### src/rtl/sub_mem_ctrl.sv
// Sequences captured AW/W/AR beats onto a single-port word memory, one transaction at a time.
// Define SUB_CTRL_ERR_CHECK_EN to answer out-of-range or misaligned addresses with SLVERR.
module sub_mem_ctrl #(
  parameter int unsigned ADDR_W = 32,
  parameter int unsigned DATA_W = 32
) (
  input  logic              ACLK,
  input  logic              ARESET,
  input  logic              aw_new,
  input  logic              w_new,
  input  logic              ar_new,
  input  logic [ADDR_W-1:0] aw_data,
  input  logic [ADDR_W-1:0] ar_data,
  input  logic [DATA_W-1:0] w_data,
  output logic              aw_hold,
  output logic              w_hold,
  output logic              ar_hold,
  output logic              b_tx_en,
  output logic              r_tx_en,
  output logic [1:0]        b_tx_data,
  output logic [DATA_W-1:0] r_tx_data,
  output logic [1:0]        r_tx_resp,
  input  logic              b_busy,
  input  logic              r_busy,
  output logic [9:0]        mem_addr,
  output logic              mem_we,
  output logic              mem_re,
  output logic [DATA_W-1:0] mem_wdata,
  input  logic [DATA_W-1:0] mem_rdata
);

  localparam logic [2:0] StIdle   = 3'd0;
  localparam logic [2:0] StWrMem  = 3'd1;
  localparam logic [2:0] StWrResp = 3'd2;
  localparam logic [2:0] StRdMem  = 3'd3;
  localparam logic [2:0] StRdWait = 3'd4;
  localparam logic [2:0] StRdResp = 3'd5;

  localparam logic [1:0] RespOkay   = 2'b00;
  localparam logic [1:0] RespSlvErr = 2'b10;

  logic [2:0]        state_q, state_d;
  logic              aw_pend_q, aw_pend_d;
  logic              w_pend_q, w_pend_d;
  logic              ar_pend_q, ar_pend_d;
  logic              rd_prio_q, rd_prio_d;
  logic [1:0]        b_tx_data_q, b_tx_data_d;
  logic [1:0]        r_tx_resp_q, r_tx_resp_d;
  logic [DATA_W-1:0] r_tx_data_q, r_tx_data_d;

  logic wr_clr, rd_clr;
  logic wr_elig, rd_elig;
  logic wr_err, rd_err;

`ifdef SUB_CTRL_ERR_CHECK_EN
  assign wr_err = ((aw_data >> 12) != '0) || (aw_data[1:0] != 2'b00);
  assign rd_err = ((ar_data >> 12) != '0) || (ar_data[1:0] != 2'b00);
`else
  // Without checking, only the word index bits [11:2] matter; the address wraps at 4 KiB.
  logic unused_addr_bits;
  assign unused_addr_bits = ^{aw_data[ADDR_W-1:12], aw_data[1:0],
                              ar_data[ADDR_W-1:12], ar_data[1:0]};
  assign wr_err = 1'b0;
  assign rd_err = 1'b0;
`endif

  assign wr_elig = aw_pend_q && w_pend_q;
  assign rd_elig = ar_pend_q;

  // A new beat landing in the same cycle its flag clears must survive, so set beats clear.
  assign aw_pend_d = aw_new || (aw_pend_q && !wr_clr);
  assign w_pend_d  = w_new  || (w_pend_q  && !wr_clr);
  assign ar_pend_d = ar_new || (ar_pend_q && !rd_clr);

  always_comb begin
    state_d     = state_q;
    rd_prio_d   = rd_prio_q;
    b_tx_data_d = b_tx_data_q;
    r_tx_resp_d = r_tx_resp_q;
    r_tx_data_d = r_tx_data_q;
    wr_clr      = 1'b0;
    rd_clr      = 1'b0;
    mem_we      = 1'b0;
    mem_re      = 1'b0;
    mem_addr    = '0;
    mem_wdata   = '0;
    b_tx_en     = 1'b0;
    r_tx_en     = 1'b0;

    unique case (state_q)
      StIdle: begin
        // rd_prio_q marks that the last grant went to write, so read wins the next tie.
        if (wr_elig && (!rd_elig || !rd_prio_q)) begin
          state_d   = StWrMem;
          rd_prio_d = 1'b1;
        end else if (rd_elig) begin
          state_d   = StRdMem;
          rd_prio_d = 1'b0;
        end
      end
      StWrMem: begin
        mem_we      = !wr_err;
        mem_addr    = aw_data[11:2];
        mem_wdata   = w_data;
        wr_clr      = 1'b1;
        b_tx_data_d = wr_err ? RespSlvErr : RespOkay;
        state_d     = StWrResp;
      end
      StWrResp: begin
        if (!b_busy) begin
          b_tx_en = 1'b1;
          state_d = StIdle;
        end
      end
      StRdMem: begin
        mem_re      = !rd_err;
        mem_addr    = ar_data[11:2];
        rd_clr      = 1'b1;
        r_tx_resp_d = rd_err ? RespSlvErr : RespOkay;
        state_d     = StRdWait;
      end
      StRdWait: begin
        // The error is latched in RD_MEM because ar_data may be refilled once ar_hold drops.
        r_tx_data_d = (r_tx_resp_q == RespSlvErr) ? '0 : mem_rdata;
        state_d     = StRdResp;
      end
      StRdResp: begin
        if (!r_busy) begin
          r_tx_en = 1'b1;
          state_d = StIdle;
        end
      end
      default: state_d = StIdle;
    endcase

    // A reset cycle abandons the transaction: no memory side effect or launch escapes.
    if (ARESET) begin
      mem_we  = 1'b0;
      mem_re  = 1'b0;
      b_tx_en = 1'b0;
      r_tx_en = 1'b0;
    end
  end

  always_ff @(posedge ACLK) begin
    if (ARESET) begin
      state_q     <= StIdle;
      aw_pend_q   <= 1'b0;
      w_pend_q    <= 1'b0;
      ar_pend_q   <= 1'b0;
      rd_prio_q   <= 1'b0;
      b_tx_data_q <= RespOkay;
      r_tx_resp_q <= RespOkay;
      r_tx_data_q <= '0;
    end else begin
      state_q     <= state_d;
      aw_pend_q   <= aw_pend_d;
      w_pend_q    <= w_pend_d;
      ar_pend_q   <= ar_pend_d;
      rd_prio_q   <= rd_prio_d;
      b_tx_data_q <= b_tx_data_d;
      r_tx_resp_q <= r_tx_resp_d;
      r_tx_data_q <= r_tx_data_d;
    end
  end

  assign aw_hold   = aw_pend_q;
  assign w_hold    = w_pend_q;
  assign ar_hold   = ar_pend_q;
  assign b_tx_data = b_tx_data_q;
  assign r_tx_resp = r_tx_resp_q;
  assign r_tx_data = r_tx_data_q;

endmodule

### config.mk
export PLATFORM = sky130hd
export DESIGN_NAME = sub_mem_ctrl
export DESIGN_NICKNAME = d
export VERILOG_FILES = /design/src/rtl/sub_mem_ctrl.sv
export SDC_FILE = /design/constraint.sdc
export NUM_CORES = 1
export LEC_CHECK = 0
export CAP_MARGIN = 20
export CORE_UTILIZATION = 25
export DETAILED_ROUTE_END_ITERATION = 8
export PLACE_DENSITY_LB_ADDON = 0.15
export SYNTH_ARGS = -nofsm -noshare
export SYNTH_HDL_FRONTEND = slang
export SYNTH_SLANG_ARGS = --single-unit
### constraint.sdc
create_clock -name ACLK -period 1.2 [get_ports ACLK]
set_clock_uncertainty 0.05 [all_clocks]
set_input_delay 0.24 -clock ACLK [delete_from_list [all_inputs] [get_ports ACLK]]
set_output_delay 0.24 -clock ACLK [all_outputs]
set_load 0.1 [all_outputs]
* Word level (Yosys, flattened, before mapping)
Index checks and enable logic that the tools add are counted.
Operators by class: mux-type cells 19, reduce and logical (&&, ||, !) cells 17, equality and inequality tests 8
Operator list (count):
- 2-to-1 mux 32 bit | 1
- one-hot mux 10 bit (2 select lines) | 1
- one-hot mux 3 bit (6 select lines) | 1
- 2-to-1 mux 1 bit | 12
- 2-to-1 mux 3 bit | 4
- == test 3 x 2 -> 1 bit (second input constant) | 2
- == test 3 bit (second input constant) | 2
- logical AND 1 bit | 5
- logical NOT 1 bit | 4
- logical OR 1 bit | 4
- inequality test 2 bit (second input constant) | 2
- == test 3 x 1 -> 1 bit (second input constant) | 1
- logical NOT 3 bit | 1
- inequality test 3 bit (second input constant) | 1
- AND reduction 3 bit | 1
- AND reduction 2 bit | 1
- nonzero test 2 bit | 1
Word-level totals: logic and storage cells 50, bits of input ports 135, output and inout bits 85, register bits after elaboration 39

* Depth between registers and ports, before layout
depth in word-level cells 5, depth in mapped cells 6, mapped depth without buffers 3

* Least setup slack after synthesis
No wires, ideal clock.
path type reg-to-output, start point register state_q[2], end point output b_tx_en, path buffers 1, stages on the path, launching flop included 4, path slack -2963 ps, arrival time 3873 ps, required time 910 ps, cell sequence dfxtp_1 > buf_2 > or2_2 > nor4b_1
Between the ends: cells in the longest elaborated chain, start to end 3
RTL lines:
- start, declared | line 42 | logic [2:0] state_q, state_d;
- start signal, assigned | line 147 | state_q <= StIdle;
- start signal, assigned | line 156 | state_q <= state_d;
- == test 3 x 2 -> 1 bit | line 90 | unique case (state_q)
- 2-to-1 mux 1 bit | line 90
- 2-to-1 mux 1 bit | line 137 | if (ARESET) begin
- end, declared | line 18 | output logic b_tx_en,
Every way passes these cells.

* Worst setup path after layout
start point register state_q[1], end point output mem_addr[1]
Between the ends: cells in the longest elaborated chain, start to end 2, elaborated cells between the ends (all ways) 3, classes of those cells eq/ne (2); mux (1)
RTL lines:
- == test 3 x 2 -> 1 bit / == test 3 x 1 -> 1 bit (equally long branches) | line 90
- one-hot mux 10 bit (2 select lines) * | line 90
- end, declared | line 25 | output logic [9:0] mem_addr,
Mark *: on every way between the ends. The rest lies on a longest branch, timed or not.

==> flow_metrics.py <==
metrics = {
    "global_route": {
        "grt_max_degree": 24,
        "track_usage": 0.185,
        "overflow": 0,
        "grt_pass1_wl_mm": 11.2,
        "grt_pass1_vias": 2212,
        "antenna_found_initial": 0,
    },
    "routing": {
        "drc": 0,
        "firstDrtPassIters": 4,
        "route.met3.wl_um": 797,
        "viasPerCell": 4.37,
        "wl_per_cell_um": 15.4,
        "wl_met2_mm": 4.21,
        "ant_nets": 0,
        "maxUsedRoutingLayer": "met4",
        "drt_wl_total_mm": 7.72,
        "met1Wirelength_mm": 2.63,
        "drt_iter0_markers": 19,
        "num_vias": 2186,
    },
    "critical_path": {
        "arrival_ps": 1500,
        "required_ps": 910,
        "start_kind": "register",
        "end_kind": "output port",
        "crit_type": "register to output port",
        "cp_max_fo": 6,
    },
    "final_layout": {
        "mostFrequentLayoutCells": "89 x clkdlybuf4s50_1, 83 x buf_12, 35 x nor2_1",
        "n_fill_cell": 516,
        "areaGrowthSynthToFinish_pct": 177,
        "n_antenna_cell": 0,
        "finalNonFillerCells": 500,
        "nets": 535,
        "final_util": 0.720,
        "layout_commonest_cell": "clkdlybuf4s50_1",
        "finish.instance_area_sq_um": 5280,
        "drive_gt1_frac": 0.556,
    },
    "clock_tree": {
        "cts_tree": "yes",
        "ctsRootBufferMaster": "clkbuf_8",
        "cts_hold_buf": 0,
        "clkSlewWorstSetupHoldPaths_ps": 80,
        "clock_path_buffers": 2,
        "numCtsBuffers": 5,
        "cts-htree-levels": 2,
        "clock_latency_ps": 290,
        "clkSinkCount": 39,
    },
    "die": {
        "core_area_sq_um": 7330,
        "core.rowCount": 31,
        "dieArea_sq_um": 7980,
        "dieHeight_um": 89.3,
        "die_w_um": 89.3,
        "start_util": 0.260,
        "num_io_pins": 220,
    },
    "sta": {
        "hold_violations": 0,
        "fmax_ghz": 0.559,
        "min_period_ps": 1790,
        "setup_violations": 83,
        "rsz0062_at_grt": "true",
        "timing.final.max_slew_violations": 0,
        "fin_crit_sh": 1.49,
        "fin_ws_ps": -590,
    },
    "placement": {
        "routabilityCongestion": 0.756,
        "pre_cts_slack_ps": -567,
        "numPortBuffers": 171,
        "placed_cells": 471,
        "dp_hpwl_mm": 5.67,
        "placed_area_sq_um": 4830,
    },
    "run": {
        "drv_cap": 0,
    },
    "min_path": {
        "hold_class": "primary input to register",
    },
    "yosys": {
        "yosys_most_used_dff": "dfxtp_1",
        "yosysSeqAreaShare": 0.409,
        "synth_edf_count": 0,
        "netlist_instances": 200,
        "synth_cell_types": 31,
        "mappedNetlistArea_sq_um": 1910,
        "ys_async_sr_fraction": 0,
        "ys_ff_latch": 39,
        "yosys_warnings": 0,
        "avgSynthCellArea_sq_um": 9.53,
    },
    "power": {
        "ir_worst_vdd_mv": 0.594,
        "powerDensity_nw_per_um2": 937,
        "power.total_uw": 4940,
        "leakage_uw": 0.00209,
    },
    "outcome": {
        "status": "finished, violations left",
        "violations": "negative setup slack",
    },
}
[cell usage after synthesis (2+ instances only)]
master    number  area, sq um
dfxtp_1       39          781
nor2_1        38          143
and2_1        32          200
mux2i_1       32          320
a22o_1        10         87.6
a21oi_1        5         25.0
clkbuf_1       5         18.8
buf_4          4         30.0
nand2_1        4         15.0
buf_12         3         60.1
buf_6          3         33.8
clkbuf_2       3         15.0
a31oi_1        2         12.5
buf_2          2         10.0
nand3b_1       2         15.0
[worst max-delay path: stages (launching register included)]
cell and delay [ps]:
dfxtp_4 370, nor3b_4 240, buf_6 160, clkbuf_16 150, a22o_4 130, buf_12 170
[cells by family (layout without fill, tap and decap cells)]
logic type	count (synthesis)	in the layout	synth area share
flops	39	39	0.409
buf+inv	20	218	0.0879
other cells	1	4	0.00197
compound gates	20	20	0.0827
simple gates	88	88	0.250
mux	32	32	0.168
[metrics by stage]
stage               TNS, ps  hold slack, ps
global placement     -28270             412
CTS                  -35010             442
detailed placement   -29990             431
finish               -33830             402
floorplan            -22000             306
global route         -39970             415
[routing by layer]
layer / global-route usage / vias up
met3: 0.0674 / 6
met1: 0.182 / 1002
met4: 0.0577 / 0
met2: 0.358 / 112
met5: 0 / -
li1: - / 1066
[layout make-up]
type,count,area [sq um],share of cell area
Clock buffer,7,76.3,0.0145
Clock inverter,1,30.0,0.00569
Multi-Input combinational cell,144,1230,0.233
Sequential cell,39,843,0.160
Tap cell,99,124,0.0235
Timing Repair Buffer,210,2980,0.564
[path summary, 6_finish.rpt]
kind | startpoint | to | slack, ps | cells past startpoint
worst max-delay path | state_q[1] | mem_addr[1] | -590 | 5
worst min-delay path | ARESET | state_q[2] | 400 | 3
worst max register to register | state_q[1] | w_hold | -290 | 6
worst min register to register | rd_prio_q | rd_prio_q | 450 | 1
[report_power, final]
part	internal [uW]	total, uW	switching, uW
clock network	622	1060	442
logic	1130	2480	1350
registers	1340	1400	58.1
[sequential cells by signal (all words and copies together) (netlist names)]
signal	cells
state_q	3
aw_hold	1
r_tx_data	32
rd_prio_q	1
ar_hold	1
w_hold	1
[what timing repair did]
action                                  CTS  global route
endpoints found under the setup margin   84            86
buffers inserted                          7            11
pin swaps                                11            20
gates resized for setup                  23            18
cloned                                    4             3
No activity file was read; power rests on OpenSTA's default activity.
